`src/rtl/sram_port_arbiter.sv`:
```
// sram_port_arbiter: round-robin ownership of one SRAM port with tagged, latency-matched read-data return
module sram_port_arbiter #(
   parameter int NUM_REQ  = 4,
   parameter int READ_LAT = 2
) (
   input  logic                    CLOCK_50_I,
   input  logic                    Resetn,
   input  logic [NUM_REQ-1:0]      req,
   input  logic [18*NUM_REQ-1:0]   req_address,
   input  logic [16*NUM_REQ-1:0]   req_write_data,
   input  logic [NUM_REQ-1:0]      req_we_n,
   output logic [NUM_REQ-1:0]      gnt,
   output logic [15:0]             rd_data,
   output logic [NUM_REQ-1:0]      rd_valid,
   output logic                    busy,
   output logic [17:0]             SRAM_address,
   output logic [15:0]             SRAM_write_data,
   output logic                    SRAM_we_n,
   input  logic [15:0]             SRAM_read_data
);
   localparam int OW = (NUM_REQ > 1) ? $clog2(NUM_REQ) : 1;
   typedef enum logic {S_ARB_IDLE, S_ARB_OWN} state_t;
   state_t              state_q, state_d;
   logic [OW-1:0]       owner_q, owner_d, last_owner_q, last_owner_d, win, idx;
   logic                found, access;
   logic [NUM_REQ-1:0]  gnt_q, gnt_d, rd_valid_q, rd_valid_d;
   logic [17:0]         addr_q, addr_d;
   logic [15:0]         wdata_q, wdata_d;
   logic                we_n_q, we_n_d;
   logic [READ_LAT-1:0] tag_v_q, tag_v_d;
   logic [OW-1:0]       tag_id_q [READ_LAT];
   logic [OW-1:0]       tag_id_d [READ_LAT];
   always_comb begin
      found = 1'b0;
      win   = '0;
      idx   = '0;
      for (int k = 1; k <= NUM_REQ; k++) begin
         idx = OW'((int'(last_owner_q) + k) % NUM_REQ);
         if (!found && req[idx]) begin
            found = 1'b1;
            win   = idx;
         end
      end
   end
   assign access = (state_q == S_ARB_OWN) && req[owner_q];
   always_comb begin
      state_d      = state_q;
      owner_d      = owner_q;
      last_owner_d = last_owner_q;
      gnt_d        = gnt_q;
      addr_d       = addr_q;
      wdata_d      = wdata_q;
      we_n_d       = 1'b1;
      if (state_q == S_ARB_IDLE) begin
         if (found) begin
            state_d      = S_ARB_OWN;
            owner_d      = win;
            last_owner_d = win;
            gnt_d        = NUM_REQ'(1) << win;
         end
      end else if (access) begin
         addr_d  = req_address[int'(owner_q)*18 +: 18];
         wdata_d = req_write_data[int'(owner_q)*16 +: 16];
         we_n_d  = req_we_n[owner_q];
      end else begin
         gnt_d   = '0;
         state_d = S_ARB_IDLE;
      end
      // each captured access enters the tag pipe; only reads carry a valid tag
      tag_v_d[0]  = access && req_we_n[owner_q];
      tag_id_d[0] = owner_q;
      for (int i = 1; i < READ_LAT; i++) begin
         tag_v_d[i]  = tag_v_q[i-1];
         tag_id_d[i] = tag_id_q[i-1];
      end
      rd_valid_d = tag_v_q[READ_LAT-1] ? NUM_REQ'(1) << tag_id_q[READ_LAT-1] : '0;
   end
   always_ff @(posedge CLOCK_50_I) begin
      if (!Resetn) begin
         state_q      <= S_ARB_IDLE;
         owner_q      <= '0;
         last_owner_q <= OW'(NUM_REQ - 1);
         gnt_q        <= '0;
         rd_valid_q   <= '0;
         addr_q       <= '0;
         wdata_q      <= '0;
         we_n_q       <= 1'b1;
         tag_v_q      <= '0;
         tag_id_q     <= '{default: '0};
      end else begin
         state_q      <= state_d;
         owner_q      <= owner_d;
         last_owner_q <= last_owner_d;
         gnt_q        <= gnt_d;
         rd_valid_q   <= rd_valid_d;
         addr_q       <= addr_d;
         wdata_q      <= wdata_d;
         we_n_q       <= we_n_d;
         tag_v_q      <= tag_v_d;
         tag_id_q     <= tag_id_d;
      end
   end
   assign gnt             = gnt_q;
   assign rd_valid        = rd_valid_q;
   assign rd_data         = SRAM_read_data;
   assign busy            = (state_q == S_ARB_OWN);
   assign SRAM_address    = addr_q;
   assign SRAM_write_data = wdata_q;
   assign SRAM_we_n       = we_n_q;
endmodule

```
`config.mk`:
```
export PLATFORM = sky130hd
export DESIGN_NAME = sram_port_arbiter
export DESIGN_NICKNAME = d
export VERILOG_FILES = /design/src/rtl/sram_port_arbiter.sv
export SDC_FILE = /design/constraint.sdc
export NUM_CORES = 1
export LEC_CHECK = 0
export ABC_AREA = 1
export CORE_MARGIN = 2
export CORE_UTILIZATION = 36
export CTS_BUF_LIST = sky130_fd_sc_hd__clkbuf_16
export CTS_CLUSTER_DIAMETER = 150
export DETAILED_ROUTE_END_ITERATION = 10
export PLACE_DENSITY = 0.81
export REMOVE_ABC_BUFFERS = 1
export SYNTH_ARGS = -nofsm -noshare
export SYNTH_HDL_FRONTEND = slang
export SYNTH_SLANG_ARGS = --single-unit
```
`constraint.sdc`:
```
create_clock -name CLOCK_50_I -period 1.84 [get_ports CLOCK_50_I]
set_input_delay 0.276 -clock CLOCK_50_I [delete_from_list [all_inputs] [get_ports CLOCK_50_I]]
set_output_delay 0.276 -clock CLOCK_50_I [all_outputs]
set_load 0.01 [all_outputs]
```
==> qor.csv <==
stage,metric,value,unit
setup_path,worst-path cell chain,inv_2 > nand2_1 > nand2_2 > nand2_4 > nand2_4 > nor2_8 > nand4_1 > nand2_2 > nand3_1 > a21oi_1,
sta,Highest Clock Rate,0.607,GHz
synth,"Distinct cells, synth",29,
setup_path,Top delay family on crit path,simple AND/OR/NAND/NOR gates,
clock_tree,CTS resizes,0,
layout,Post-Layout Cell Count,772,
grt,Tot GR Track Use,0.246,
floorplan,DIE HEIGHT,99.3,µm
routing,DR vias/cell,5.13,
routing,wire length on met1,5010,µm
sta,Final Hold Viols,0,
routing,highest metal used,met5,
clock_tree,worst skew pair latency,0.29,ns
flow_run,maxcap violations,0,
sta,setup violators final,0,
layout,layout cells sized above 1,0.0738,
place,count of input and output buffers,189,
floorplan,Rows,34,
routing,First DRT Iteration DRCs,138,
setup_path,Startpoint Class,register,
worst_hold_path,hold_sp,tag_id_d[1]$_SDFF_PN0_,
sta,max_slew headroom,0.753,
clock_tree,postcts setup bufs,0,
setup_path,required time worst endpoint,2.04,ns
layout,sequential standard cell area,0.00108,mm²
clock_tree,TritonCTS buffer count,5,
sta,max-slew violations,0,
sta,post-route minimum period,1.65,ns
clock_tree,H-Tree Depth,2,
power,peak supply drop,0.473,mV
routing,drt pass-1 iters,4,
place,GPL Wtd Cong,0.920,
sta,worst clock skew,0.00766,ns
clock_tree,CTS tree,built,
synth,"FFs w/ async S/R, synth",0,
clock_tree,hold buffer count at CTS,0,
floorplan,die width,99.3,µm
layout,Antenna diodes,0,
place,Placed Cells,765,
grt,global-route wire length before repair,19200,µm
synth,synthesized instance count,504,
setup_path,Crit. End Element,register,
floorplan,Starting Density,0.373,
layout,nets@finish,826,
place,HPWL Detailed,9620,µm
synth,Yosys top cell by area,dfxtp_1,
routing,final WL,12200,µm
synth,number of flops mapped to enable cells by yosys,0,
synth,list of most frequent post-synthesis cells,"nand2_1, nor2_1, o21ai_0",
setup_path,critical path startpoint,last_owner_q[1]$_SDFFE_PN1P_,
routing,DRC,0,
setup_path,Setup CP Type,register to register,
synth,sequential share of the synthesized area,0.331,
synth,most numerous cell in the Yosys netlist,nand2_1,
routing,via count,3957,
synth,Mapped Area,0.00327,mm²
layout,area delta synth->final,62.3,%
worst_hold_path,HP Class,register to register,
setup_path,Worst path max stage delay,0.48,ns
floorplan,Core Area,0.00876,mm²
floorplan,# IOs,222,
routing,met3 routed WL,1300,µm
clock_tree,clk sink count,54,
status,status,finished clean,
sta,unrepaired setup endpoints after global routing,false,
setup_path,"Slowest-stage cell, CP",dfxtp_1,
routing,WL/cell,15.8,µm
synth,Ys Warns,0,
synth,Area contributors post-synth,"dfxtp_1, nand2_1, o21ai_0",
clock_tree,"Reg clk slew, reported paths",0.07,ns
layout,# fillers,827,
grt,vias in the first global route,3941,
setup_path,Reg-to-Reg Start,last_owner_q[1]$_SDFFE_PN1P_,
power,Pwr Total,6.56,mW
synth,syn avg cell area,6.49,µm²
layout,multi-input logic area,0.00183,mm²
routing,DRT antenna net count,0,
setup_path,"Arr. time, crit path",1.85,ns
setup_path,WP buf/inv,1,
setup_path,CP max FO,7,
clock_tree,Clock Tree Buf Depth,2,
clock_tree,root buf cell,clkbuf_16,
synth,Synth Flop Type,dfxtp_1,
synth,number of synthesized register bits,54,
grt,largest net degree at the start of global routing,45,
power,P_leak,2.07,nW
routing,Detail Route met2 WL,5660,µm
grt,Congestion Overflow GR,0,
floorplan,Die Footprint,0.00986,mm²
sta,setup TNS,0,ns
sta,fin crit share,0.896,
synth,post-synth top area share,0.331,
power,pwr dens,1240,mW/mm²
grt,initial antenna violation count,0,
sta,Slew @ Worst Pin,0.370,ns
==> through the flow <==
stage / area (µm²) / setup slack [ns] / util / hold slack [ns]
global route: 5310 / 0.0351 / 0.606 / 0.433
detailed placement: 5150 / -0.00803 / 0.587 / 0.404
global placement: 5150 / 0.0551 / 0.587 / 0.402
finish: 5310 / 0.192 / 0.606 / 0.420
CTS: 5310 / 0.177 / 0.606 / 0.417
floorplan: 2990 / -1.71 / - / 0.352
==> placed cells by master, fill, tap and decap left out, types with 3 or more instances in the layout <==
| cell | instances |
|---|---|
| clkdlybuf4s50_1 | 189 |
| nand2_1 | 106 |
| nor2_1 | 74 |
| o21ai_0 | 72 |
| dfxtp_1 | 53 |
| a21oi_1 | 42 |
| o22ai_1 | 34 |
| nand3_1 | 19 |
| inv_1 | 15 |
| buf_4 | 14 |
| nand2_4 | 8 |
| nand2_2 | 7 |
| inv_2 | 5 |
| clkbuf_16 | 5 |
| nand4_1 | 3 |
==> cell type report <==
type	count	area share
timing repair buffer	204	0.380
multi-input combinational	377	0.344
sequential	54	0.204
tap	108	0.0255
clock buffer	5	0.0236
inverter	22	0.0160
clock inverter	2	0.00637
==> tightest hold or removal path, delay by kind of cell (launching register included) <==
family / cells / cell delay (ns)
buf+inv: 1 / 0.04
flops: 1 / 0.30
simple gates: 1 / 0.05
==> path summary, 6_finish.rpt <==
path,to,slack (ns),depth (start not counted)
worst max-delay path,gnt[2]$_SDFFE_PN0P_,0.19,10
worst min-delay path,tag_id_q[1]$_SDFF_PN0_,0.42,2
worst max register to register,gnt[2]$_SDFFE_PN0P_,0.19,10
worst min register to register,tag_id_q[1]$_SDFF_PN0_,0.42,2
==> registers in the layout (all words and copies together) (netlist names) <==
register and cells:
SRAM_address 18, SRAM_we_n 1, SRAM_write_data 16, busy 1, gnt 4, last_owner_q 2, owner_q 2, rd_valid 4
tag_id_d 2, tag_id_q 2, tag_v_q 2
==> where the power goes <==
part	total [mW]	switching [mW]	leakage [nW]	internal, mW
Combinational	3.76	2.10	1.56	1.66
Clock	1.03	0.400	0.0773	0.630
Sequential	1.76	0.249	0.441	1.51
Total	6.56	2.75	2.07	3.81
==> layer usage <==
metal	global-route usage	up-vias
met5	0.0615	-
li1	-	1987
met3	0.118	17
met2	0.404	161
met4	0.0506	2
met1	0.288	1790
==> cells by family (layout without fill, tap and decap cells) <==
| family | Yosys count | count (layout) | synth area share |
|---|---|---|---|
| flip-flops | 54 | 54 | 0.331 |
| AO/OA/AOI/OAI | 153 | 153 | 0.253 |
| buffers and inverters | 73 | 233 | 0.110 |
| AND/OR/NAND/NOR | 224 | 224 | 0.306 |
(Power assumes the default switching activity.)
